[config.mk]
export PLATFORM = sky130hd
export DESIGN_NAME = pipe_skid_reg_flat
export DESIGN_NICKNAME = d
export VERILOG_FILES = /design/src/rtl/pipe_skid_reg_if.sv /design/src/rtl/pipe_skid_reg.sv /design/src/flat_wrapper.sv
export SDC_FILE = /design/constraint.sdc
export NUM_CORES = 1
export LEC_CHECK = 0
export BUFFER_PORTS_ARGS = -buffer_cell sky130_fd_sc_hd__buf_2
export CAP_MARGIN = 20
export CELL_PAD_IN_SITES_DETAIL_PLACEMENT = 0
export CELL_PAD_IN_SITES_GLOBAL_PLACEMENT = 2
export CORE_MARGIN = 2
export CORE_UTILIZATION = 26
export DETAILED_ROUTE_END_ITERATION = 10
export GPL_ROUTABILITY_DRIVEN = 0
export HOLD_SLACK_MARGIN = 0.1
export PLACE_DENSITY = 0.73
export SYNTH_ARGS = -nofsm -noshare
export SYNTH_HDL_FRONTEND = slang
export SYNTH_SLANG_ARGS = --single-unit
[constraint.sdc]
create_clock -name clk -period 2.1 [get_ports clk]
set_input_delay 0.21 -clock clk [delete_from_list [all_inputs] [get_ports clk]]
set_output_delay 0.21 -clock clk [all_outputs]
set_load 0.02 [all_outputs]
[src/rtl/pipe_skid_reg_if.sv]
// Valid/ready handshake bundle for pipe_skid_reg.
// Upstream (in_*) and downstream (out_*) sides share one interface.
interface pipe_skid_reg_if #(
  parameter int WIDTH = 16
);
  logic             in_valid;
  logic             in_ready;
  logic [WIDTH-1:0] in_data;
  logic             out_valid;
  logic             out_ready;
  logic [WIDTH-1:0] out_data;

  modport slave (
    input  in_valid,
    input  in_data,
    input  out_ready,
    output in_ready,
    output out_valid,
    output out_data
  );

  modport master (
    output in_valid,
    output in_data,
    output out_ready,
    input  in_ready,
    input  out_valid,
    input  out_data
  );
endinterface

[src/rtl/pipe_skid_reg.sv]
// Pipeline register with 2-entry skid buffer, flush and stall counter.
// in_ready is decoded from the state flops only.
module pipe_skid_reg #(
  parameter int               WIDTH       = 16,
  parameter logic [WIDTH-1:0] RESET_VALUE = '0,
  parameter int               CNT_WIDTH   = 8
) (
  input  logic                 clk,
  input  logic                 reset,
  input  logic                 flush,
  pipe_skid_reg_if.slave       bus,
  output logic [1:0]           occupancy,
  output logic [CNT_WIDTH-1:0] stall_cnt
);

  typedef enum logic [1:0] {
    EMPTY = 2'd0,
    ONE   = 2'd1,
    FULL  = 2'd2
  } state_t;

  localparam logic [CNT_WIDTH-1:0] CNT_MAX = '1;

  state_t           state_q, state_d;
  logic [WIDTH-1:0] main_q, main_d;
  logic [WIDTH-1:0] skid_q, skid_d;
  logic             in_fire, out_fire;

  assign bus.out_valid = (state_q != EMPTY);
  assign bus.in_ready  = (state_q != FULL);
  assign bus.out_data  = main_q;
  assign occupancy     = state_q;

  assign in_fire  = bus.in_valid & bus.in_ready;
  assign out_fire = bus.out_valid & bus.out_ready;

  always_comb begin
    state_d = state_q;
    main_d  = main_q;
    skid_d  = skid_q;
    unique case (state_q)
      EMPTY: begin
        if (in_fire) begin
          state_d = ONE;
          main_d  = bus.in_data;
        end
      end
      ONE: begin
        if (in_fire && out_fire) begin
          main_d = bus.in_data;
        end else if (in_fire) begin
          state_d = FULL;
          skid_d  = bus.in_data;
        end else if (out_fire) begin
          state_d = EMPTY;
        end
      end
      FULL: begin
        if (out_fire) begin
          state_d = ONE;
          main_d  = skid_q;
        end
      end
      default: state_d = EMPTY;
    endcase
    // Squash leaves data regs stale; only the state is cleared.
    if (flush) begin
      state_d = EMPTY;
      main_d  = main_q;
      skid_d  = skid_q;
    end
  end

  always_ff @(posedge clk) begin
    if (reset) begin
      state_q <= EMPTY;
      main_q  <= RESET_VALUE;
      skid_q  <= '0;
    end else begin
      state_q <= state_d;
      main_q  <= main_d;
      skid_q  <= skid_d;
    end
  end

  always_ff @(posedge clk) begin
    if (reset) begin
      stall_cnt <= '0;
    end else if (bus.out_valid && !bus.out_ready
                 && stall_cnt != CNT_MAX) begin
      stall_cnt <= stall_cnt + 1'b1;
    end
  end

endmodule

[src/flat_wrapper.sv]
// flat-port wrapper written by rule: the top's interface ports become plain ports
module pipe_skid_reg_flat 
#(
  parameter int               WIDTH       = 16,
  parameter logic [WIDTH-1:0] RESET_VALUE = '0,
  parameter int               CNT_WIDTH   = 8
)
  (clk, reset, flush, occupancy, stall_cnt, bus_in_valid, bus_in_data, bus_out_ready, bus_in_ready, bus_out_valid, bus_out_data);
  pipe_skid_reg_if #(.WIDTH(WIDTH)) bus_i ();
  input  logic clk;
  input  logic reset;
  input  logic flush;
  output logic [1:0] occupancy;
  output logic [CNT_WIDTH-1:0] stall_cnt;
  input wire logic [$bits(bus_i.in_valid)-1:0] bus_in_valid;
  input wire logic [$bits(bus_i.in_data)-1:0] bus_in_data;
  input wire logic [$bits(bus_i.out_ready)-1:0] bus_out_ready;
  output wire logic [$bits(bus_i.in_ready)-1:0] bus_in_ready;
  output wire logic [$bits(bus_i.out_valid)-1:0] bus_out_valid;
  output wire logic [$bits(bus_i.out_data)-1:0] bus_out_data;
  assign bus_i.in_valid = bus_in_valid;
  assign bus_i.in_data = bus_in_data;
  assign bus_i.out_ready = bus_out_ready;
  assign bus_in_ready = bus_i.in_ready;
  assign bus_out_valid = bus_i.out_valid;
  assign bus_out_data = bus_i.out_data;
  pipe_skid_reg #(.WIDTH(WIDTH), .RESET_VALUE(RESET_VALUE), .CNT_WIDTH(CNT_WIDTH)) u_core (.clk(clk), .reset(reset), .flush(flush), .bus(bus_i), .occupancy(occupancy), .stall_cnt(stall_cnt));
endmodule
**Yosys cells after proc, flatten, opt, wreduce, memory -nomap -nowiden**

Index checks and enable logic that the tools add are counted.

- Register bits: 42
- Bits of input ports: 21
- Output and inout port bits: 28
- Logic and storage cells: 39

- Add/sub/neg operators: 1
- Equal/unequal tests: 9
- Mux-type cells: 10
- Bitwise logic cells: 4
- Reduce and logical (&&, ||, !) cells: 11

Operator list:

| kind | count |
|---|---|
| $mux 16 | 3 |
| $pmux 16 s3 | 1 |
| $mux 2 | 5 |
| $add 8x1->8 const B | 1 |
| $ne 8x8->1 const B | 1 |
| $reduce_and 4->1 | 2 |
| $ne 2x1->1 const B | 3 |
| $pmux 2 s3 | 1 |
| $reduce_and 5->1 | 1 |
| $ne 2x2->1 const B | 2 |
| $logic_and 1x1->1 | 3 |
| $ne 3x1->1 const B | 1 |
| $reduce_bool 3->1 | 1 |
| $and 1x1->1 | 2 |
| $eq 2x1->1 const B | 1 |
| $eq 2x2->1 const B | 1 |
| $logic_not 2->1 | 1 |
| $not 1->1 | 2 |
| $reduce_bool 2->1 | 1 |
| $reduce_or 2->1 | 1 |
| $logic_not 1->1 | 1 |

**Depth between registers and ports, before layout**

Gate-level depths: netlist of the first run.

- Depth after elaboration: 6
- Mapped depth: 6

**Worst setup path after synthesis of the first run**

OpenSTA, ideal clock, no wires.

- Path type: reg2reg
- From: register u_core.state_q[0], in the netlist u_core.occupancy[0]
- To: register u_core.stall_cnt[7]
- Library setup time: 0.070 ns
- Arrival time: 1.482 ns
- Data required time: 2.030 ns
- Slack: 0.547 ns
- Stages on the path, launching flop included: 5
- Cell sequence: dfxtp_1 -> o21ba_2 -> o21ai_2 -> or4_1 -> a21oi_1

- Cells in the longest elaborated chain, start to end: 3

RTL lines:

| element | RTL line | source |
|---|---|---|
| start: declaration | pipe_skid_reg.sv:24 | `state_t state_q, state_d;` |
| start signal: assignment | pipe_skid_reg.sv:80 | `state_q <= state_d;` |
| $reduce_bool 2->1 | pipe_skid_reg.sv:29 | `assign bus.out_valid = (state_q != EMPTY);` |
| $logic_and 1x1->1 | pipe_skid_reg.sv:89 | `end else if (bus.out_valid && !bus.out_ready` |
| $logic_and 1x1->1 | pipe_skid_reg.sv:90 | `&& stall_cnt != CNT_MAX) begin` |
| end signal: assignment | pipe_skid_reg.sv:91 | `stall_cnt <= stall_cnt + 1'b1;` |
| end: declaration | pipe_skid_reg.sv:13 | `output logic [CNT_WIDTH-1:0] stall_cnt` |

No other way between the ends.
A chain may end at the register's enable or synchronous reset.

**Final worst setup path of the first run**

- From: register u_core.state_q[1], in the netlist u_core.occupancy[1]
- To: register u_core.main_q[3], in the netlist u_core.bus.out_data[3]

- Cells in the longest elaborated chain, start to end: 5

RTL lines:

| element | RTL line | source |
|---|---|---|
| $ne 2x2->1 / $reduce_bool 2->1 (equally long branches) | pipe_skid_reg.sv:30, pipe_skid_reg.sv:29 |  |
| $and 1x1->1 (on tied branches) | pipe_skid_reg.sv:34, pipe_skid_reg.sv:35 |  |
| $logic_and 1x1->1 | pipe_skid_reg.sv:49 | `if (in_fire && out_fire) begin` |
| $ne 2x1->1 (no line) | -- |  |
| $reduce_and 5->1 (no line) | -- |  |
| end signal: assignment | pipe_skid_reg.sv:81 | `main_q <= main_d;` |
| end: declaration | pipe_skid_reg.sv:25 | `logic [WIDTH-1:0] main_q, main_d;` |

Parallel ways exist; a longest one is shown, timed or not.

==> out/qor.log, run 1 <==
qor: finish.diodes 0
qor: finish.stdcell_area 2270 sq um
qor: timing.max_slew.worst_pin.slew 0.392 ns
qor: setup_path.startpoint_type flip-flop
qor: place.dp_hpwl 2.80 mm
qor: timing.period_needed 1.58 ns
qor: status.run_status finished, final reports clean
qor: cts.cts.clk_slew.worst_paths 0.09 ns
qor: timing.achievable-frequency 631 MHz
qor: setup_path.worst_setup_path_end_kind flip-flop
qor: route.antenna_left 0
qor: yosys.yosysWarningCount 0
qor: finish.post_route_cells_drive_above_1_share 0.290
qor: cts.cts_tree built
qor: finish.mostFrequentLayoutCell sky130_fd_sc_hd__buf_2
qor: die.initial_cell_density_of_the_core 0.268
qor: cts.cts_resized 0
qor: setup_path.worst-setup-path-type reg -> reg
qor: setup_path.path_max_fanout 32
qor: route.wire_per_inst 13.1 um
qor: cts.clock_insertion_delay_worst_skew 0.29 ns
qor: route.drtIter0Drc 85
qor: yosys.syn-mean-instance-area 9.95 sq um
qor: route.drcViolationCount 0
qor: power_and_ir_drop.peakVddDrop 0.000339 V
qor: finish.fin_util 0.334
qor: global_routing.antenna_found_initial 0
qor: timing.post_route_clock_skew 0.00552 ns
qor: setup_path.crit_required 2.31 ns
qor: yosys.synth-async-reset-ratio 0
qor: place.placement.setup.worst_slack 0.533 ns
qor: die.number_of_cell_rows 30
qor: global_routing.grt_first_pass_wirelength 6.99 mm
qor: timing.timing.final.max_slew_violations 0
qor: cts.numClockSinks 42
qor: cts.numCtsBuffers 5
qor: timing.final.period_utilization 0.755
qor: place.numPortBuffers 48
qor: yosys.postSynthNetCount 205
qor: cts.clockRootBuffer sky130_fd_sc_hd__clkbuf_8
qor: power_and_ir_drop.finalPower 0.00170 W
qor: yosys.synth_seq_cells 42
qor: timing.timing.max_slew.rel_slack 0.739
qor: yosys.synth-edff-count 0
qor: yosys.ys_dominant_reg_cell sky130_fd_sc_hd__dfxtp_1
qor: global_routing.groute.usage.overall 0.118
qor: die.chipWidth 87.7 um
qor: timing.final-hold-violation-count 0
qor: setup_path.worst-r2r-cell-count 5
qor: yosys.post_synth_inst_count 183
qor: global_routing.grt_start_max_net_pins 33
qor: run.maxCapViolCount 0
qor: power_and_ir_drop.powerDensity 748 nW/um^2
qor: cts.h-tree-depth 2
qor: yosys.number_of_distinct_standard_cells_referenced_by_the_synthesized_netlist 33
qor: global_routing.grt-ovfl-total 0
qor: die.die_area 7690 sq um
qor: yosys.synth_area 1820 sq um
qor: timing.rsz0062_at_grt false
qor: power_and_ir_drop.total_leakage_power 0.992 nW
qor: route.route.detailed.vias_per_inst 4.61
qor: global_routing.grt_pass1_vias 1424
qor: timing.count_of_final_setup_violators 0
qor: worst_hold_path.worstHoldPathType in -> reg
qor: route.totalWireLength 4.28 mm
qor: cts.clock_tree.buffer_depth 2
qor: worst_hold_path.worst_hold_path.num_cells 2
qor: die.design.core.area 6790 sq um
qor: timing.setup_tns 0 ns
qor: route.firstDrtPassIters 5
qor: finish.synthToLayoutAreaGrowth 24.8%
qor: yosys.ys_seq_area_frac 0.462
qor: cts.post_cts_buffers 0
qor: finish.final_net_count 252
qor: route.detailroute.via_count 1506
qor: finish.final.fill_count 721
qor: setup_path.critPathArrivalTime 1.79 ns
qor: die.die-height 87.7 um
qor: die.floorplan.io_pins 49
qor: place.post_dp_cell_area 2160 sq um
qor: finish.most_used_cells_in_the_layout_excluding_fill_and_tap_cells sky130_fd_sc_hd__buf_2, sky130_fd_sc_hd__dfxtp_1, sky130_fd_sc_hd__mux2i_1
qor: timing.worst_slack 0.515 ns
qor: cts.cts.hold.buffers_added 0
final timing paths:
path	from	end	slack, ns
worst min-delay path	flush	u_core.occupancy[0]	0.12
worst max-delay path	u_core.occupancy[1]	u_core.bus.out_data[3]	0.52
worst max register to register	u_core.occupancy[1]	u_core.bus.out_data[3]	0.52
worst min register to register	u_core.skid_q[6]	u_core.skid_q[6]	0.50
synthesized netlist by cell type, types with 3 or more instances:
cell type,instances,area share
sky130_fd_sc_hd__clkbuf_1,8,0.016
sky130_fd_sc_hd__dfxtp_1,42,0.46
sky130_fd_sc_hd__a21oi_1,21,0.058
sky130_fd_sc_hd__a311oi_1,16,0.077
sky130_fd_sc_hd__nor2_1,20,0.041
sky130_fd_sc_hd__nand3_1,4,0.011
sky130_fd_sc_hd__xor2_1,3,0.014
sky130_fd_sc_hd__mux2i_1,34,0.19
sky130_fd_sc_hd__buf_2,3,0.0082
logic make-up after synthesis:
group | share of synthesized area
compound gates | 0.177
fa+ha+maj | 0.00687
mux | 0.187
buf+inv | 0.0454
flops | 0.462
xor+xnor | 0.0144
simple gates | 0.108
per-layer routing:
metal | GRT usage | vias up | part of all wire
li1 | - | 774 | -
met1 | 0.155 | 701 | 0.49
met2 | 0.186 | 29 | 0.46
met3 | 0.0311 | 2 | 0.038
met4 | 0.0420 | 0 | 0.0075
met5 | 0 | - | 0
critical path, stage by stage, from the launching register on:
cell and delay, ns:
sky130_fd_sc_hd__dfxtp_1 0.46, sky130_fd_sc_hd__mux2i_1 0.15, sky130_fd_sc_hd__o2bb2ai_2 0.15, sky130_fd_sc_hd__buf_4 0.33, sky130_fd_sc_hd__a21oi_1 0.12, sky130_fd_sc_hd__a311oi_1 0.27
stage by stage:
step | instances | hold WS [ns]
finish | 327 | 0.115
global route | 327 | 0.111
CTS | 327 | 0.106
detailed placement | 319 | 0.424
global placement | 319 | 0.429
floorplan | 183 | 0.287
state kept, by name, indices dropped and copies added (netlist names):
name and count:
u_core.stall_cnt 8, u_core.occupancy 2, u_core.skid_q 16, u_core.bus.out_data 16
cell type report:
type	count	area, sq um	share of cell area
clock buffer	5	68.8	0.0303
clock inverter	3	45.0	0.0198
inverter	2	7.51	0.00330
multi-input combinational	124	897	0.395
sequential	42	841	0.370
tap	96	120	0.0529
timing repair buffer	55	293	0.129
power by group:
part / internal (W) / total [W] / switching, W
Sequential: 0.000826 / 0.000843 / 0.0000174
Clock: 0.000354 / 0.000650 / 0.000296
Combinational: 0.0000794 / 0.000207 / 0.000128
(Power assumes the default switching activity.)
==> inputs of run 2 (changes only) <==
clock period = 1.6 ns   (was 2.1 ns; I/O delays follow)
==> run 2 against run 1 <==
Net effect: first-iteration DRC count is 8.2% lower; final area rose by 4.1%; combinational power grew 38%; wire length fell by 1.2%; fmax grew 4.7%; global-route usage down 0.22 points; utilization rose by 1.4 points; largest cell class unchanged; largest power group unchanged; highest routed layer unchanged; clock power grew 58%; critical path type unchanged; setup slack lost 0.43 ns.
==> out/qor.log, run 2 (synthesized netlist as in run 1, its figures left out) <==
qor: status.run_status finished, final reports clean
qor: power_and_ir_drop.peakVddDrop 0.000400 V
qor: route.route.detailed.vias_per_inst 4.56
qor: finish.fin_util 0.348
qor: cts.cts_tree built
qor: die.initial_cell_density_of_the_core 0.268
qor: cts.cts.clk_slew.worst_paths 0.08 ns
qor: route.drtIter0Drc 78
qor: setup_path.crit_required 1.83 ns
qor: power_and_ir_drop.p_switching 0.000551 W
qor: setup_path.path_max_fanout 10
qor: route.antenna_left 0
qor: cts.clockRootBuffer sky130_fd_sc_hd__clkbuf_8
qor: timing.timing.max_slew.rel_slack 0.641
qor: global_routing.grt-ovfl-total 0
qor: route.detailroute.via_count 1499
qor: setup_path.startpoint_type flip-flop
qor: setup_path.critical-path-slowest-cell sky130_fd_sc_hd__or4_4
qor: die.design.core.area 6790 sq um
qor: finish.synthToLayoutAreaGrowth 29.9%
qor: timing.period_needed 1.51 ns
qor: run.maxCapViolCount 0
qor: cts.post_cts_buffers 0
qor: place.placement.setup.worst_slack 0.0665 ns
qor: setup_path.crit_family simple AND/OR/NAND/NOR gates
qor: finish.final_net_count 254
qor: place.numPlacedInstances 320
qor: die.die-height 87.7 um
qor: die.die_area 7690 sq um
qor: power_and_ir_drop.power_frac_seq 0.457
qor: timing.timing.final.max_slew_violations 0
qor: timing.count_of_final_setup_violators 0
qor: route.wire_per_inst 12.8 um
qor: timing.post_route_clock_skew 0.00587 ns
qor: timing.rsz0062_at_grt true
qor: global_routing.groute.usage.overall 0.115
qor: place.dp_hpwl 2.84 mm
qor: global_routing.grt_pass1_vias 1408
qor: place.numPortBuffers 48
qor: worst_hold_path.worstHoldPathType in -> reg
qor: power_and_ir_drop.clockPowerShare 0.425
qor: cts.h-tree-depth 2
qor: setup_path.worst_path_largest_cell_delay 0.53 ns
qor: cts.numCtsBuffers 5
qor: cts.clock_tree.buffer_depth 2
qor: power_and_ir_drop.internal_power 0.00186 W
qor: power_and_ir_drop.combinational_cell_fraction_of_total_power 0.118
qor: die.floorplan.io_pins 49
qor: cts.numClockSinks 42
qor: timing.whs 0.120 ns
qor: finish.mostFrequentLayoutCell sky130_fd_sc_hd__buf_2
qor: timing.max_slew.worst_pin.slew 0.538 ns
qor: finish.post_route_cells_drive_above_1_share 0.309
qor: timing.setup_tns 0 ns
qor: route.drcViolationCount 0
qor: route.firstDrtPassIters 4
qor: finish.final-instance-count-excl-fill 329
qor: setup_path.worst-setup-path-type reg -> reg
qor: timing.achievable-frequency 661 MHz
qor: die.chipWidth 87.7 um
qor: route.totalWireLength 4.23 mm
qor: finish.diodes 0
qor: finish.multi_input_comb_area 917 sq um
qor: setup_path.worst_path_buf_inv 0
qor: setup_path.worst_setup_path_end_kind flip-flop
qor: global_routing.grt_first_pass_wirelength 6.98 mm
qor: global_routing.antenna_found_initial 0
qor: global_routing.grt_start_max_net_pins 33
qor: power_and_ir_drop.total_leakage_power 1.04 nW
qor: setup_path.critPathArrivalTime 1.74 ns
qor: setup_path.crit_chain o21ba_2, o21ai_4, or4_4, a21oi_2
qor: finish.final.fill_count 732
qor: die.number_of_cell_rows 30
qor: power_and_ir_drop.powerDensity 1020 nW/um^2
qor: power_and_ir_drop.power.share.switching 0.228
qor: timing.worst_slack 0.0871 ns
qor: timing.final.period_utilization 0.946
qor: finish.most_used_cells_in_the_layout_excluding_fill_and_tap_cells sky130_fd_sc_hd__buf_2, sky130_fd_sc_hd__dfxtp_1, sky130_fd_sc_hd__mux2i_1
qor: timing.final-hold-violation-count 0
qor: cts.clock_insertion_delay_worst_skew 0.29 ns
qor: finish.combined_flip_flop_and_latch_cell_area 842 sq um
-- run 2: cell type report --
cell class                 count  area share
sequential                    42       0.356
clock buffer                   6      0.0349
clock inverter                 2      0.0254
multi-input combinational    124       0.388
timing repair buffer          57       0.142
inverter                       2     0.00317
tap                           96      0.0508
-- run 2: repair_timing --
| action | in CTS | in global routing |
|---|---|---|
| hold buffers | 1 | 0 |
| endpoints found under the hold margin | 2 | 0 |
| setup endpoints to repair | 0 | 3 |
| gates resized for setup | 0 | 5 |
-- run 2: worst min-delay path: cells and delay by family --
family,cells,cell delay (ns)
and+or+nand+nor,1,0.08
buffers and inverters,1,0.08
muxes,1,0.06
-- run 2: worst paths after layout --
| kind | start | endpoint | slack, ns | depth (start not counted) |
|---|---|---|---|---|
| max | u_core.occupancy[1] | u_core.stall_cnt[5] | 0.09 | 4 |
| min | bus_in_data[3] | u_core.skid_q[3] | 0.12 | 3 |
| max reg2reg | u_core.occupancy[1] | u_core.stall_cnt[5] | 0.09 | 4 |
| min reg2reg | u_core.skid_q[1] | u_core.skid_q[1] | 0.50 | 2 |
-- run 2: power groups by stage --
stage	combinational, W	clock, W	sequential, W
5_1_grt	0.000317	0.00111	0.00111
3_3_place_gp	0.000284	0	0.00113
3_5_place_dp	0.000286	0	0.00113
2_1_floorplan	0.000129	0	0.00117
6_report	0.000285	0.00103	0.00110
4_1_cts	0.000288	0.00107	0.00110
-- run 2: metrics by stage --
stage / power, W / area (sq um)
final: 0.00241 / 2360
after floorplan: 0.00130 / 1820
after global routing: 0.00254 / 2360
after global placement: 0.00141 / 2190
after CTS: 0.00246 / 2340
after detailed placement: 0.00142 / 2190
-- run 2: metal layers --
metal  track usage  share of wire
met5             0              0
met3        0.0330          0.045
met2         0.171           0.45
met1         0.159           0.50
met4        0.0420          0.012
